[config.mk]
export PLATFORM = sky130hd
export DESIGN_NAME = router_sync_mc
export DESIGN_NICKNAME = d
export VERILOG_FILES = /design/src/rtl/router_pkg.sv /design/src/rtl/router_sync_tmo.sv /design/src/rtl/router_sync_mc.sv
export SDC_FILE = /design/constraint.sdc
export NUM_CORES = 1
export LEC_CHECK = 0
export BUFFER_PORTS_ARGS = -buffer_cell sky130_fd_sc_hd__clkbuf_2
export CORE_ASPECT_RATIO = 0.9
export CORE_MARGIN = 5
export CORE_UTILIZATION = 45
export CTS_BUF_LIST = sky130_fd_sc_hd__clkbuf_4 sky130_fd_sc_hd__clkbuf_8 sky130_fd_sc_hd__clkbuf_16
export DETAILED_ROUTE_END_ITERATION = 12
export PLACE_DENSITY_LB_ADDON = 0.08
export SLEW_MARGIN = 20
export SYNTH_ARGS = -nofsm -noshare
export SYNTH_HDL_FRONTEND = slang
export SYNTH_SLANG_ARGS = --single-unit
[constraint.sdc]
create_clock -name clk -period 2.7 [get_ports clk]
set_input_delay 0.405 -clock clk [delete_from_list [all_inputs] [get_ports clk]]
set_output_delay 0.405 -clock clk [all_outputs]
set_load 0.005 [all_outputs]
[src/rtl/router_pkg.sv]
// Shared defaults and width derivations for the router sync/timeout block.
package router_pkg;

    localparam int DEF_NCH     = 3;
    localparam int DEF_TIMEOUT = 30;

    // At least one address bit even for a two-channel router.
    function automatic int calc_addr_w(input int nch);
        return (nch <= 2) ? 1 : $clog2(nch);
    endfunction

    function automatic int calc_cnt_w(input int timeout);
        return $clog2(timeout + 1);
    endfunction

endpackage

[src/rtl/router_sync_tmo.sv]
// Per-channel stall timer: one-cycle soft-reset pulse after TIMEOUT stall cycles,
// sticky flag, and an optional saturating pulse counter (ROUTER_SYNC_STATS_EN).
module router_sync_tmo #(
    parameter int TIMEOUT = 30,
    parameter int CNT_W   = 5
) (
    input  logic       clk,
    input  logic       rst,
    input  logic       stall,
    input  logic       sr_clr,
`ifdef ROUTER_SYNC_STATS_EN
    output logic [7:0] to_cnt,
`endif
    output logic       sr,
    output logic       sr_sticky
);

    logic [CNT_W-1:0] cnt;
    logic             hit;

    assign hit = stall && (cnt == CNT_W'(TIMEOUT - 1));

    always_ff @(posedge clk or posedge rst) begin
        if (rst) begin
            cnt <= '0;
            sr  <= 1'b0;
        end else if (!stall) begin
            cnt <= '0;
            sr  <= 1'b0;
        end else if (hit) begin
            cnt <= '0;
            sr  <= 1'b1;
        end else begin
            cnt <= cnt + 1'b1;
            sr  <= 1'b0;
        end
    end

    // A timeout landing on the same edge as sr_clr must stay visible.
    always_ff @(posedge clk or posedge rst) begin
        if (rst)
            sr_sticky <= 1'b0;
        else if (hit)
            sr_sticky <= 1'b1;
        else if (sr_clr)
            sr_sticky <= 1'b0;
    end

`ifdef ROUTER_SYNC_STATS_EN
    always_ff @(posedge clk or posedge rst) begin
        if (rst)
            to_cnt <= '0;
        else if (sr_clr)
            to_cnt <= hit ? 8'd1 : 8'd0;
        else if (hit && to_cnt != 8'hff)
            to_cnt <= to_cnt + 8'd1;
    end
`endif

endmodule

[src/rtl/router_sync_mc.sv]
// Router synchronizer: captures destination address, steers write enable/full
// flag, and runs per-channel stall timeouts. Optional stats via ROUTER_SYNC_STATS_EN.
module router_sync_mc
    import router_pkg::*;
#(
    parameter int NCH     = DEF_NCH,
    parameter int TIMEOUT = DEF_TIMEOUT,
    localparam int ADDR_W = calc_addr_w(NCH),
    localparam int CNT_W  = calc_cnt_w(TIMEOUT)
) (
    input  logic              clk,
    input  logic              rst,
    input  logic              detect_addr,
    input  logic              write_enb_reg,
    input  logic [ADDR_W-1:0] din,
    input  logic [NCH-1:0]    re,
    input  logic [NCH-1:0]    empty,
    input  logic [NCH-1:0]    full,
    input  logic              sr_clr,
    output logic [NCH-1:0]    we,
    output logic              fifo_full,
    output logic [NCH-1:0]    vo,
    output logic [NCH-1:0]    sr,
    output logic              addr_err,
`ifdef ROUTER_SYNC_STATS_EN
    output logic [NCH*8-1:0]  to_cnt,
`endif
    output logic [NCH-1:0]    sr_sticky
);

    logic [ADDR_W-1:0] addr;
    logic              addr_valid;

    always_ff @(posedge clk or posedge rst) begin
        if (rst) begin
            addr       <= '0;
            addr_valid <= 1'b1;
        end else if (detect_addr) begin
            addr       <= din;
            addr_valid <= (32'(din) < 32'(NCH));
        end
    end

    // Out-of-range destinations never get a write strobe and always look full.
    always_comb begin
        we        = '0;
        fifo_full = 1'b1;
        if (addr_valid) begin
            fifo_full = full[addr];
            if (write_enb_reg)
                we[addr] = 1'b1;
        end
    end

    assign addr_err = ~addr_valid;
    assign vo       = ~empty;

    for (genvar i = 0; i < NCH; i++) begin : g_ch
        router_sync_tmo #(
            .TIMEOUT(TIMEOUT),
            .CNT_W  (CNT_W)
        ) u_tmo (
            .clk      (clk),
            .rst      (rst),
            .stall    (vo[i] & ~re[i]),
            .sr_clr   (sr_clr),
`ifdef ROUTER_SYNC_STATS_EN
            .to_cnt   (to_cnt[i*8 +: 8]),
`endif
            .sr       (sr[i]),
            .sr_sticky(sr_sticky[i])
        );
    end

endmodule

==> Word level (Yosys, flattened, before mapping) <==
Cells that the tools add are included.
{ "word_totals": {"register_bits": 24, "wordCells": 58} }
{ "classes": {"add_sub_neg": 3, "order_cmp": 3, "eq_ne": 3, "n_mux": 23, "n_bitwise": 8, "reduce_logical": 7} }
{ "ops": {"columns": ["cell", "count"], "rows": [
  ["$mux W5", 6],
  ["$add A5 B1 Y5 const B", 3],
  ["$eq A5 B5 Y1 const B", 3],
  ["$mux W1", 13],
  ["$mux W3", 2],
  ["$reduce_bool A2 Y1", 3],
  ["$logic_and A1 B1 Y1", 4],
  ["$not A1 Y1", 4],
  ["$and A1 B1 Y1", 3],
  ["$lt A2 B3 Y1 const B", 1],
  ["$not A3 Y3", 1],
  ["$bmux W1 S2", 1],
  ["$demux W1 S2", 1],
  ["$ge A2 B1 Y1 const B", 1],
  ["$lt A2 B2 Y1 const B", 1]
]} }

==> Logic depth before layout (Yosys ltp) <==
{ "logic_depth": {"ltp_word": 6, "mapped_depth": 5, "depth_no_buf": 5} }

==> Cells and area by module <==
From an unflattened synthesis, not the netlist that was laid out.
{ "hier_totals": {"hier_cells": 103, "hier_area_um2": 1127.3} }
{ "by_module_without_submodules": {"columns": ["mod", "instances", "cells_each", "area_per_inst_um2", "seq_area_each_um2"], "rows": [
  ["router_sync_tmo", 3, 27, 311.5, 175.2],
  ["router_sync_mc", 1, 22, 192.7, 76.3]
]} }

==> Worst setup path after synthesis <==
Ideal clock, no wire load.
{ "synth_timing": {"path_type": "register to output", "startpoint": "register addr_valid", "endpoint": "output we[2]", "t_arrival_ns": 0.830, "setup_slack_ns": 1.465, "stages_incl_launch_ff": 3, "path_buffers": 0, "cell_sequence": "dfstp_2 -> nand2_1 -> nor3b_1"} }
{ "synth_between": {"elab_chain_len": 1} }
{ "synth_rtl": {"columns": ["item", "line", "text"], "rows": [
  ["start: declaration", "router_sync_mc.sv:32", "logic addr_valid;"],
  ["start signal: assignment", "router_sync_mc.sv:40", "addr_valid <= (32'(din) < 32'(NCH));"],
  ["$mux W3", "router_sync_mc.sv:48", "if (addr_valid) begin"],
  ["end: declaration", "router_sync_mc.sv:20", "output logic [NCH-1:0] we,"]
]} }
No other way between the ends.

==> Final worst setup path <==
Same ends and word-level chain as after synthesis.

==> qor.yml <==
clock_network:
  clock-sinks: 24
  clock_path_buffers: 2
  h-tree-depth: 1
  cts_resized: 0
  cts_tree: "yes"
  cts-root-buf: "clkbuf_4"
  path_clk_slew_ns: 0.13
  clk_latency_ns: 0.31
  cts_hold_buf: 0
  cts_inserted_buffers: 3
  postCtsSetupRepairBufs: 0
sta:
  finalCritPeriodShare: 0.643
  slew_headroom: 0.415
  worst_slew_pin_slew_ns: 0.876
  hold_violations: 0
  post-route-min-period_ns: 1.74
  max_freq_mhz: 576
  rsz0062_at_grt: "no"
  finClkSkew_ns: 0.00232
  slew_violations: 0
  tns_ns: 0
  setup_viol: 0
layout:
  stdcell_count: 156
  antennaDiodeCount: 0
  final_common_cell: "clkbuf_2"
  fillers: 206
  multi_input_area_um2: 434
  register_area_um2: 602
  drive_gt1_frac: 0.328
  nets: 151
  mostFrequentLayoutCells: "29 x clkbuf_2, 23 x dfrtp_1, 19 x nor2_1"
  area_growth_syn_to_layout_pct: 16.8
power_and_ir_drop:
  power_leakage_nw: 0.716
  vdd_ir_drop_max_v: 0.000492
  power_density_nw_per_um2: 530
  total_power_mw: 0.690
routing:
  drc: 0
  ant_nets: 0
  wl_per_cell_um: 11.5
  drtIter0Drc: 11
  via_per_inst: 4.78
  routed_wl_um: 1790
  dr.pass1.iters: 2
  vias: 745
floorplan:
  die-area_um2: 3570
  start_util: 0.464
  rows: 17
  ioPinCount: 30
  core-area_um2: 2400
  die_w_um: 62.5
  dieHeight_um: 57.2
logic_synthesis:
  synth_warnings: 0
  yosysSeqAreaShare: 0.540
  synth-seq-cells: 24
  synth.top_cell.area_share: 0.516
  synth_area_um2: 1110
  synth.distinct_cells: 20
  yosysTopAreaCell: "dfrtp_1"
  synthCells: 101
  ys_top_cells_by_area: "dfrtp_1 52%, ha_1 6.7%, nor2_1 6.4%, xor2_1 4.7%, buf_4 4.0%"
  avgSynthCellArea_um2: 11.0
  syn_nets: 123
outcome:
  outcome: "complete, no violations"
setup_path:
  cp_data_arrival_time_ns: 1.33
  cp_max_fo: 4
  worst_setup_path_start_kind: "flip-flop"
  cp.required_ns: 2.30
  path_class: "flip-flop to primary output"
  endpoint_kind: "primary output"
placement:
  dp_hpwl_um: 1430
  dpl.cell_count: 152
  portBuffers: 29
  place.gp.congestion: 0.733
grt:
  antenna_found_initial: 0
  first_global_vias: 690
  track_usage: 0.108
  globalRouteOverflowTotal: 0
  grt_max_degree: 25
  grt_pass1_wl_um: 3080
worst_hold_path:
  hold_path_class: "primary input to asynchronous set/reset pin"
run:
  drv_cap: 0
[cell usage after synthesis]
| cell type | instances |
|---|---|
| dfrtp_1 | 23 |
| nor2_1 | 19 |
| inv_1 | 9 |
| buf_4 | 6 |
| ha_1 | 6 |
| nand3_1 | 6 |
| xor2_1 | 6 |
| nand2_1 | 4 |
| a21o_1 | 3 |
| nand4_2 | 3 |
| nor3_2 | 3 |
| xnor2_1 | 3 |
| mux2_2 | 2 |
| nor3b_1 | 2 |
| a31oi_1 | 1 |
| dfstp_2 | 1 |
| mux2i_1 | 1 |
| nand3b_1 | 1 |
| nor3_1 | 1 |
| o211ai_1 | 1 |
[metrics by stage]
step / utilization / instance area [µm²] / hold slack (ns) / setup slack (ns)
finish: 0.542 / 1300 / 0.230 / 0.964
global route: 0.542 / 1300 / 0.216 / 0.864
CTS: 0.542 / 1300 / 0.212 / 0.933
detailed placement: 0.520 / 1250 / 0.472 / 1.31
global placement: 0.520 / 1250 / 0.465 / 1.36
floorplan: - / 1110 / 0.419 / 1.47
[final cells by class]
cell class	count	share of cell area
clock buffers	3	0.0173
clock inverters	1	0.0231
inverters	9	0.0259
multi-input cells	62	0.333
flip-flops and latches	24	0.462
well taps	28	0.0269
repair buffers	29	0.111
[worst max-delay path, cell delays in order (launching register included)]
cell	delay [ns]
dfstp_2	0.57
nand2_1	0.09
nor3b_1	0.21
clkbuf_2	0.15
[report_power, final]
group          leakage (nW)  switching (mW)  total [mW]  internal, mW
Sequential            0.324         0.00981       0.378         0.369
Clock                0.0279           0.106       0.256         0.150
Combinational         0.364          0.0293      0.0556        0.0263
Total                 0.716           0.145       0.690         0.545
[registers in the layout, indices dropped and copies added (netlist names)]
name	count
g_ch.u_tmo.sr_sticky	3
addr_valid	1
g_ch.u_tmo.cnt	15
addr	2
g_ch.u_tmo.sr	3
[final timing paths]
kind / from / cells after the start / endpoint / slack, ns
worst max-delay path: addr_valid$_DFFE_PP1P_ / 3 / we[2] / 0.96
worst min-delay path: rst / 2 / g_ch[1].u_tmo.cnt[2]$_DFF_PP0_ / 0.23
worst max register to register: g_ch[1].u_tmo.cnt[0]$_DFF_PP0_ / 4 / g_ch[1].u_tmo.cnt[2]$_DFF_PP0_ / 1.60
worst min register to register: g_ch[2].u_tmo.sr_sticky$_DFFE_PP0P_ / 1 / g_ch[2].u_tmo.sr_sticky$_DFFE_PP0P_ / 0.50
max in group asynchronous: rst / 2 / addr[0]$_DFFE_PP0P_ / 1.93
min in group clk: din[0] / 2 / addr_valid$_DFFE_PP1P_ / 0.23
[logic make-up (layout without fill, tap and decap cells)]
group,Yosys count,after routing,synth area share
AO/OA/AOI/OAI,5,5,0.0326
multiplexers,3,3,0.0292
flip-flops,24,24,0.540
adder cells (fa/ha/maj),6,6,0.0673
XOR/XNOR,9,9,0.0707
AND/OR/NAND/NOR,39,39,0.190
buffers and inverters,15,42,0.0707
[routing by layer]
layer  routed length [µm]  global-route usage  vias to the layer above
li1                     -                   -                      379
met1                  874               0.144                      334
met2                  716               0.161                       30
met3                  189              0.0531                        2
met4                   14              0.0182                        0
met5                    0                   0                        -
Note: power is estimated with default switching activity, not from simulation.
